[src/rtl/div_unit.sv]
// Iterative radix-2 restoring divider for DIV/DIVU/REM/REMU with its own sequencing FSM.
// Accepts one request in FREE, runs DATA_WIDTH steps (or a one-cycle divide-by-zero path), then holds the result.
module div_unit #(
  parameter int unsigned DATA_WIDTH = 32
) (
  input  logic                  clk,
  input  logic                  rst,
  input  logic                  start_i,
  input  logic                  annul_i,
  input  logic                  signed_i,
  input  logic                  rem_i,
  input  logic [DATA_WIDTH-1:0] opdata1_i,
  input  logic [DATA_WIDTH-1:0] opdata2_i,
  output logic [DATA_WIDTH-1:0] result_o,
  output logic                  ready_o,
  output logic                  busy_o
);

  localparam int unsigned CW = (DATA_WIDTH > 1) ? $clog2(DATA_WIDTH) : 1;

  typedef enum logic [1:0] {FREE, BYZERO, ON, END} state_e;

  state_e                state_q, state_d;
  logic [CW-1:0]         cnt_q, cnt_d;
  logic                  rem_sel_q, rem_sel_d;
  logic                  neg_quo_q, neg_quo_d;
  logic                  neg_rem_q, neg_rem_d;
  logic [DATA_WIDTH-1:0] rem_q, rem_d;
  logic [DATA_WIDTH-1:0] quo_q, quo_d;
  logic [DATA_WIDTH-1:0] dvs_q, dvs_d;
  logic [DATA_WIDTH-1:0] result_q, result_d;
  logic                  ready_q, ready_d;

  logic [DATA_WIDTH:0]   rem_sh, diff;
  logic                  no_borrow;
  logic [DATA_WIDTH-1:0] rem_step, quo_step, quo_fix, rem_fix;
  logic                  neg1, neg2;

  // Partial remainder is kept one bit wider so divisors above 2^(W-1) compare correctly.
  always_comb begin
    rem_sh    = {rem_q, quo_q[DATA_WIDTH-1]};
    diff      = rem_sh - {1'b0, dvs_q};
    no_borrow = ~diff[DATA_WIDTH];
    rem_step  = no_borrow ? diff[DATA_WIDTH-1:0] : rem_sh[DATA_WIDTH-1:0];
    quo_step  = {quo_q[DATA_WIDTH-2:0], no_borrow};
    quo_fix   = neg_quo_q ? (~quo_step + 1'b1) : quo_step;
    rem_fix   = neg_rem_q ? (~rem_step + 1'b1) : rem_step;
    neg1      = signed_i & opdata1_i[DATA_WIDTH-1];
    neg2      = signed_i & opdata2_i[DATA_WIDTH-1];
  end

  always_comb begin
    state_d   = state_q;
    cnt_d     = cnt_q;
    rem_sel_d = rem_sel_q;
    neg_quo_d = neg_quo_q;
    neg_rem_d = neg_rem_q;
    rem_d     = rem_q;
    quo_d     = quo_q;
    dvs_d     = dvs_q;
    result_d  = result_q;
    ready_d   = ready_q;
    unique case (state_q)
      FREE: begin
        ready_d = 1'b0;
        if (start_i && !annul_i) begin
          rem_sel_d = rem_i;
          cnt_d     = '0;
          rem_d     = '0;
          if (opdata2_i == '0) begin
            // Raw dividend parked in quo_q doubles as the divide-by-zero remainder.
            quo_d     = opdata1_i;
            dvs_d     = '0;
            neg_quo_d = 1'b0;
            neg_rem_d = 1'b0;
            state_d   = BYZERO;
          end else begin
            quo_d     = neg1 ? (~opdata1_i + 1'b1) : opdata1_i;
            dvs_d     = neg2 ? (~opdata2_i + 1'b1) : opdata2_i;
            neg_quo_d = neg1 ^ neg2;
            neg_rem_d = neg1;
            state_d   = ON;
          end
        end
      end
      BYZERO: begin
        if (annul_i) begin
          ready_d = 1'b0;
          state_d = FREE;
        end else begin
          result_d = rem_sel_q ? quo_q : '1;
          ready_d  = 1'b1;
          state_d  = END;
        end
      end
      ON: begin
        if (annul_i) begin
          ready_d = 1'b0;
          state_d = FREE;
        end else begin
          rem_d = rem_step;
          quo_d = quo_step;
          cnt_d = cnt_q + 1'b1;
          if (cnt_q == CW'(DATA_WIDTH - 1)) begin
            result_d = rem_sel_q ? rem_fix : quo_fix;
            ready_d  = 1'b1;
            state_d  = END;
          end
        end
      end
      END: begin
        if (annul_i || !start_i) begin
          ready_d = 1'b0;
          state_d = FREE;
        end
      end
      default: state_d = FREE;
    endcase
  end

  always_ff @(posedge clk or negedge rst) begin
    if (!rst) begin
      state_q   <= FREE;
      cnt_q     <= '0;
      rem_sel_q <= 1'b0;
      neg_quo_q <= 1'b0;
      neg_rem_q <= 1'b0;
      rem_q     <= '0;
      quo_q     <= '0;
      dvs_q     <= '0;
      result_q  <= '0;
      ready_q   <= 1'b0;
    end else begin
      state_q   <= state_d;
      cnt_q     <= cnt_d;
      rem_sel_q <= rem_sel_d;
      neg_quo_q <= neg_quo_d;
      neg_rem_q <= neg_rem_d;
      rem_q     <= rem_d;
      quo_q     <= quo_d;
      dvs_q     <= dvs_d;
      result_q  <= result_d;
      ready_q   <= ready_d;
    end
  end

  assign result_o = result_q;
  assign ready_o  = ready_q;
  assign busy_o   = (state_q == BYZERO) || (state_q == ON);

endmodule

[config.mk]
export PLATFORM = sky130hd
export DESIGN_NAME = div_unit
export DESIGN_NICKNAME = d
export VERILOG_FILES = /design/src/rtl/div_unit.sv
export SDC_FILE = /design/constraint.sdc
export NUM_CORES = 1
export LEC_CHECK = 0
export ABC_AREA = 1
export CORE_ASPECT_RATIO = 1.75
export CORE_MARGIN = 2
export CORE_UTILIZATION = 50
export DETAILED_ROUTE_END_ITERATION = 8
export GPL_ROUTABILITY_DRIVEN = 0
export PLACE_DENSITY_LB_ADDON = 0.12
export SLEW_MARGIN = 30
export SYNTH_ARGS = -nofsm -noshare
export SYNTH_HDL_FRONTEND = slang
export SYNTH_SLANG_ARGS = --single-unit
export TNS_END_PERCENT = 1
[constraint.sdc]
create_clock -name clk -period 4.3 [get_ports clk]
set_input_delay 0.86 -clock clk [delete_from_list [all_inputs] [get_ports clk]]
set_output_delay 0.86 -clock clk [all_outputs]
set_load 0.03 [all_outputs]
==> results of run 1 <==
==> cell usage after synthesis, types with 3 or more instances <==
master    count  area share [%]
a21oi_1     123             5.1
a22o_1        5            0.36
a31oi_1      10            0.52
buf_1         5            0.15
buf_2         3            0.12
buf_4         3            0.19
buf_6         3            0.28
clkbuf_1     48             1.5
dfrtp_1     139              29
ha_1         42             4.3
inv_1       233             7.2
inv_2         7            0.22
nand2_1     543              17
nand2_2      20             1.0
nand2_4       6            0.56
nand3_1     113             4.7
nand3_2       3            0.25
nand3b_1      8            0.50
nand4_1      13            0.67
nor2_1      186             5.8
nor2_2       13            0.67
nor3_1       27             1.1
nor4_1       11            0.57
o211ai_1     12            0.74
o21a_1        4            0.25
o21ai_0     182             7.5
o21ai_1      22            0.91
o21ai_2       4            0.29
o21bai_1      7            0.43
o221ai_1      6            0.43
o22ai_1      29             1.5
xnor2_1      28             2.0
xor2_1       36             2.6
==> registers in the layout (all words and copies together), names as in the netlist, 2 cells and up <==
register,cells
quo_q,32
result_o,32
rem_q,32
cnt_q,5
state_q,2
dvs_q,32
==> final timing paths <==
check	from	to	slack, ns	cells after the start
setup / recovery	quo_q[31]$_DFFE_PN0P_	result_o[25]$_DFFE_PN0P_	0.33	27
hold / removal	rst	dvs_q[7]$_DFFE_PN0P_	0.47	1
setup reg to reg	quo_q[31]$_DFFE_PN0P_	result_o[25]$_DFFE_PN0P_	0.33	27
hold reg to reg	result_o[25]$_DFFE_PN0P_	result_o[25]$_DFFE_PN0P_	0.48	2
max in group asynchronous	rst	quo_q[30]$_DFFE_PN0P_	3.00	2
min in group clk	result_o[25]$_DFFE_PN0P_	result_o[25]$_DFFE_PN0P_	0.48	2
==> repair_timing <==
item	CTS	global route
gates resized for setup	0	9
buffers inserted	0	1
setup endpoints to repair	0	14
==> through the flow <==
step                worst slack (ns)  instances
global route                 -0.0445       2318
detailed placement             0.147       2286
CTS                            0.111       2317
floorplan                      0.405       1918
global placement               0.187       2286
finish                         0.334       2318
==> final cells by class <==
class,instances,area [sq um]
Clock buffer,21,460
Fill cell,2411,9890
Timing Repair Buffer,125,1220
Sequential cell,139,3480
Clock inverter,10,118
Tap cell,308,385
Multi-Input combinational cell,1473,7470
Inverter,242,908
==> routing by layer <==
metal | vias to the layer above | global-route usage, % | share of wire [%]
li1 | 6433 | - | -
met1 | 5793 | 34.8 | 38
met2 | 391 | 55.6 | 51
met3 | 153 | 3.65 | 3.6
met4 | 0 | 23.1 | 8.0
met5 | - | 0 | 0
==> cell families after synthesis <==
kind of cell             after synthesis  synth area share (%)
AND/OR/NAND/NOR                      951                  33.4
AO/OA/AOI/OAI                        415                  18.9
buffers and inverters                306                  9.96
flip-flops                           139                  28.7
XOR/XNOR                              64                  4.62
adder cells (fa/ha/maj)               43                  4.50
==> critical path: stages, from the launching register on <==
cell	delay, ns
dfrtp_1	0.39
inv_1	0.10
ha_1	0.15
inv_1	0.06
fa_1	0.39
nand2_1	0.07
nand2_1	0.08
nand3_1	0.11
nand2_2	0.09
nand2_1	0.08
nand2_2	0.08
nand2_4	0.11
nand3_4	0.13
nand2_8	0.17
buf_4	0.32
nand2_1	0.09
nand2_1	0.21
nand2_1	0.16
nor2_1	0.32
nand2_1	0.09
nor2_1	0.09
nand2_1	0.13
nand2_1	0.09
nand2_1	0.05
nand3_1	0.08
nand2_1	0.06
nand2_1	0.07
nand2_1	0.05
==> impl_metrics.py, run 1 <==
metrics = {
    "clock_tree": {
        "clk-insertion-delay-late_ns": 0.45,
        "numCtsBuffers": 17,
        "path_clk_slew_ns": 0.06,
        "clk_path_buf_depth": 2,
        "clock_sinks": 139,
        "htree_levels": 4,
        "cts_tree": "yes",
        "hold_buffers": 0,
        "clk_root_buffer_cell": "clkbuf_16",
    },
    "worst_setup_path": {
        "path_class": "reg2reg",
        "endpoint_kind": "flip-flop",
        "critPathRequiredTime_ns": 4.64,
        "cp-start-kind": "flip-flop",
        "crit_fanout": 31,
        "crit_arrival_ns": 4.30,
    },
    "floorplan": {
        "core-area_sq_um": 23900,
        "num_io_pins": 104,
        "dieArea_sq_um": 25600,
        "die_h_um": 210,
        "rows": 75,
        "die_w_um": 122,
        "start_util_pct": 50.7,
    },
    "detailed_routing": {
        "drc": 0,
        "num_vias": 12800,
        "postRouteAntennaNets": 0,
        "avgRoutedWirePerCell_um": 16.8,
        "first_iter_violations": 726,
        "finalWirelength_um": 39000,
        "dr.pass1.iters": 5,
        "viasPerCell": 5.51,
    },
    "yosys": {
        "synth_nets": 2031,
        "ys_seq_area_share_pct": 28.7,
        "synth_warnings": 0,
        "synth.avg_cell_area_sq_um": 6.33,
        "synth-edff-count": 0,
        "synth.distinct_cells": 52,
        "synth-async-reset-ratio_pct": 100,
        "netlist_instances": 1918,
        "syn-cell-area_sq_um": 12100,
        "synthFlopType": "dfrtp_1",
        "ys_seq_elements": 139,
    },
    "timing": {
        "worst_slew_pin_slew_ns": 0.820,
        "rsz0062_at_grt": "yes",
        "period_minus_slack_ns": 3.97,
        "finalSetupViolCount": 0,
        "fmax_ghz": 0.252,
        "timing.setup.tns_ns": 0,
        "min_period_over_period_pct": 92.2,
        "finClkSkew_ns": 0.0104,
        "maxSlewViolCount": 0,
        "hold_viol": 0,
        "hold_ws_ns": 0.474,
        "maxSlewHeadroom_pct": 45.3,
    },
    "global_routing": {
        "grt_pass1_vias": 12700,
        "grt_pass1_wl_um": 63500,
        "grt_usage_pct": 31.7,
        "antenna_found_initial": 0,
        "overflow": 0,
        "grt_max_degree": 81,
    },
    "layout": {
        "final_common_cell": "nand2_1",
        "mostFrequentLayoutCells": "542 x nand2_1, 233 x inv_1, 185 x nor2_1",
        "drive_gt1_share_pct": 6.02,
        "diodes": 0,
        "final_nets": 2111,
        "fin_util_pct": 58.7,
        "design_area_sq_um": 14000,
        "syn_to_final_growth_pct": 15.7,
    },
    "min_path": {
        "min_path_type": "in2async",
    },
    "job": {
        "cap_violations": 0,
    },
    "place": {
        "dpl_cell_area_sq_um": 13400,
        "portBuffers": 103,
        "post-dp-hpwl_um": 30400,
    },
    "status": {
        "status": "completed",
    },
}
Power of run 1 is not shown: default switching activity piles up to over one toggle a cycle in this logic, so the estimate is an artifact.
==> inputs of run 2 (changes only) <==
--- a/config.mk
+++ b/config.mk
@@ -8,10 +8,11 @@
 export ABC_AREA = 1
 export CORE_ASPECT_RATIO = 1.75
 export CORE_MARGIN = 2
-export CORE_UTILIZATION = 50
+export CORE_UTILIZATION = 30
 export DETAILED_ROUTE_END_ITERATION = 8
 export GPL_ROUTABILITY_DRIVEN = 0
 export PLACE_DENSITY_LB_ADDON = 0.12
+export SKIP_CTS_REPAIR_TIMING = 1
 export SLEW_MARGIN = 30
 export SYNTH_ARGS = -nofsm -noshare
 export SYNTH_HDL_FRONTEND = slang
==> run 2 against run 1 <==
Global-route usage is 10 points lower. Via count shrank 0.80%. Critical path depth did not move.
==> impl_metrics.py, run 2 (synthesis gave the netlist of run 1 again) <==
metrics = {
    "job": {
        "cap_violations": 0,
    },
    "layout": {
        "drive_gt1_share_pct": 7.28,
        "seq_area_sq_um": 3480,
        "mostFrequentLayoutCells": "541 x nand2_1, 232 x inv_1, 185 x nor2_1",
        "fill_cells": 4364,
        "final_common_cell": "nand2_1",
        "diodes": 0,
        "multi_input_area_sq_um": 7500,
        "syn_to_final_growth_pct": 19.3,
        "final_nets": 2132,
    },
    "worst_setup_path": {
        "cp-start-kind": "flip-flop",
        "path_class": "reg2reg",
        "critPathRequiredTime_ns": 4.64,
        "crit_fanout": 15,
        "critical_path.max_stage_delay_ns": 0.40,
        "crit_top_cell": "nand2_1",
        "crit_arrival_ns": 4.25,
        "endpoint_kind": "flip-flop",
        "cp_slowest_cell": "dfrtp_1",
    },
    "timing": {
        "timing.setup.tns_ns": 0,
        "maxSlewHeadroom_pct": 40.7,
        "finClkSkew_ns": 0.0106,
        "hold_viol": 0,
        "finalSetupViolCount": 0,
        "min_period_over_period_pct": 90.9,
        "worst_slew_pin_slew_ns": 0.889,
        "maxSlewViolCount": 0,
        "period_minus_slack_ns": 3.91,
        "fmax_ghz": 0.256,
    },
    "clock_tree": {
        "clk-insertion-delay-late_ns": 0.46,
        "cts_tree": "yes",
        "path_clk_slew_ns": 0.07,
        "htree_levels": 4,
        "clock_sinks": 139,
        "numCtsBuffers": 17,
        "clk_root_buffer_cell": "clkbuf_16",
        "clk_path_buf_depth": 2,
    },
    "floorplan": {
        "dieArea_sq_um": 42100,
        "die_w_um": 156,
        "die_h_um": 270,
        "num_io_pins": 104,
        "start_util_pct": 30.4,
        "rows": 97,
        "core-area_sq_um": 39900,
    },
    "global_routing": {
        "grt_max_degree": 81,
        "antenna_found_initial": 0,
        "grt_usage_pct": 21.7,
        "grt_pass1_wl_um": 70400,
        "grt_pass1_vias": 13000,
        "overflow": 0,
    },
    "place": {
        "post-dp-hpwl_um": 35900,
        "portBuffers": 103,
    },
    "detailed_routing": {
        "postRouteAntennaNets": 0,
        "num_vias": 12700,
        "avgRoutedWirePerCell_um": 17.8,
        "dr.pass1.iters": 5,
        "drc": 0,
        "finalWirelength_um": 45000,
        "viasPerCell": 5.01,
        "first_iter_violations": 653,
    },
    "min_path": {
        "min_path_type": "in2async",
    },
    "status": {
        "status": "completed",
    },
}
run 2: path summary, 6_finish.rpt:
check | from | to | slack, ns | cells past startpoint
max | quo_q[31]$_DFFE_PN0P_ | result_o[30]$_DFFE_PN0P_ | 0.39 | 27
min | rst | rem_q[24]$_DFFE_PN0P_ | 0.47 | 1
max reg2reg | quo_q[31]$_DFFE_PN0P_ | result_o[30]$_DFFE_PN0P_ | 0.39 | 27
min reg2reg | result_o[27]$_DFFE_PN0P_ | result_o[27]$_DFFE_PN0P_ | 0.48 | 2
max in group asynchronous | rst | dvs_q[27]$_DFFE_PN0P_ | 2.92 | 2
min in group clk | result_o[27]$_DFFE_PN0P_ | result_o[27]$_DFFE_PN0P_ | 0.48 | 2
run 2: final cells by class:
| cell class | count | area share (%) |
|---|---|---|
| clock buffer | 17 | 2.94 |
| multi-input combinational | 1473 | 51.8 |
| tap | 495 | 4.28 |
| clock inverter | 15 | 1.21 |
| inverter | 242 | 6.29 |
| sequential | 139 | 24.0 |
| timing repair buffer | 146 | 9.45 |
run 2: routing by layer:
| layer | vias up | part of all wire, % | global-route usage, % |
|---|---|---|---|
| met1 | 5876 | 39 | 23.0 |
| met3 | 85 | 2.2 | 2.04 |
| met4 | 0 | 5.9 | 12.6 |
| met2 | 234 | 53 | 41.0 |
| met5 | - | 0 | 0 |
| li1 | 6473 | - | - |
run 2: per-stage QoR:
| step | cells | hold WS (ns) | utilization [%] | setup WS [ns] | instance area, sq um |
|---|---|---|---|---|---|
| finish | 2527 | 0.467 | 36.2 | 0.390 | 14500 |
| global route | 2527 | 0.506 | 36.2 | -0.00134 | 14500 |
| CTS | 2527 | 0.486 | 36.1 | -0.0747 | 14400 |
| detailed placement | 2495 | 0.464 | 34.6 | -0.0413 | 13800 |
| global placement | 2495 | 0.463 | 34.6 | -0.0101 | 13800 |
| floorplan | 1918 | 0.448 | - | 0.405 | 12100 |
run 2: worst max-delay path: cells and delay by family, from the launching register on:
family | cells | cell delay (ns)
buffers and inverters | 2 | 0.15
DFF | 1 | 0.40
AOI/OAI and AO/OA | 1 | 0.29
adders and majority gates | 3 | 0.76
and+or+nand+nor | 21 | 2.17
Power of run 2 is left out for the same reason.
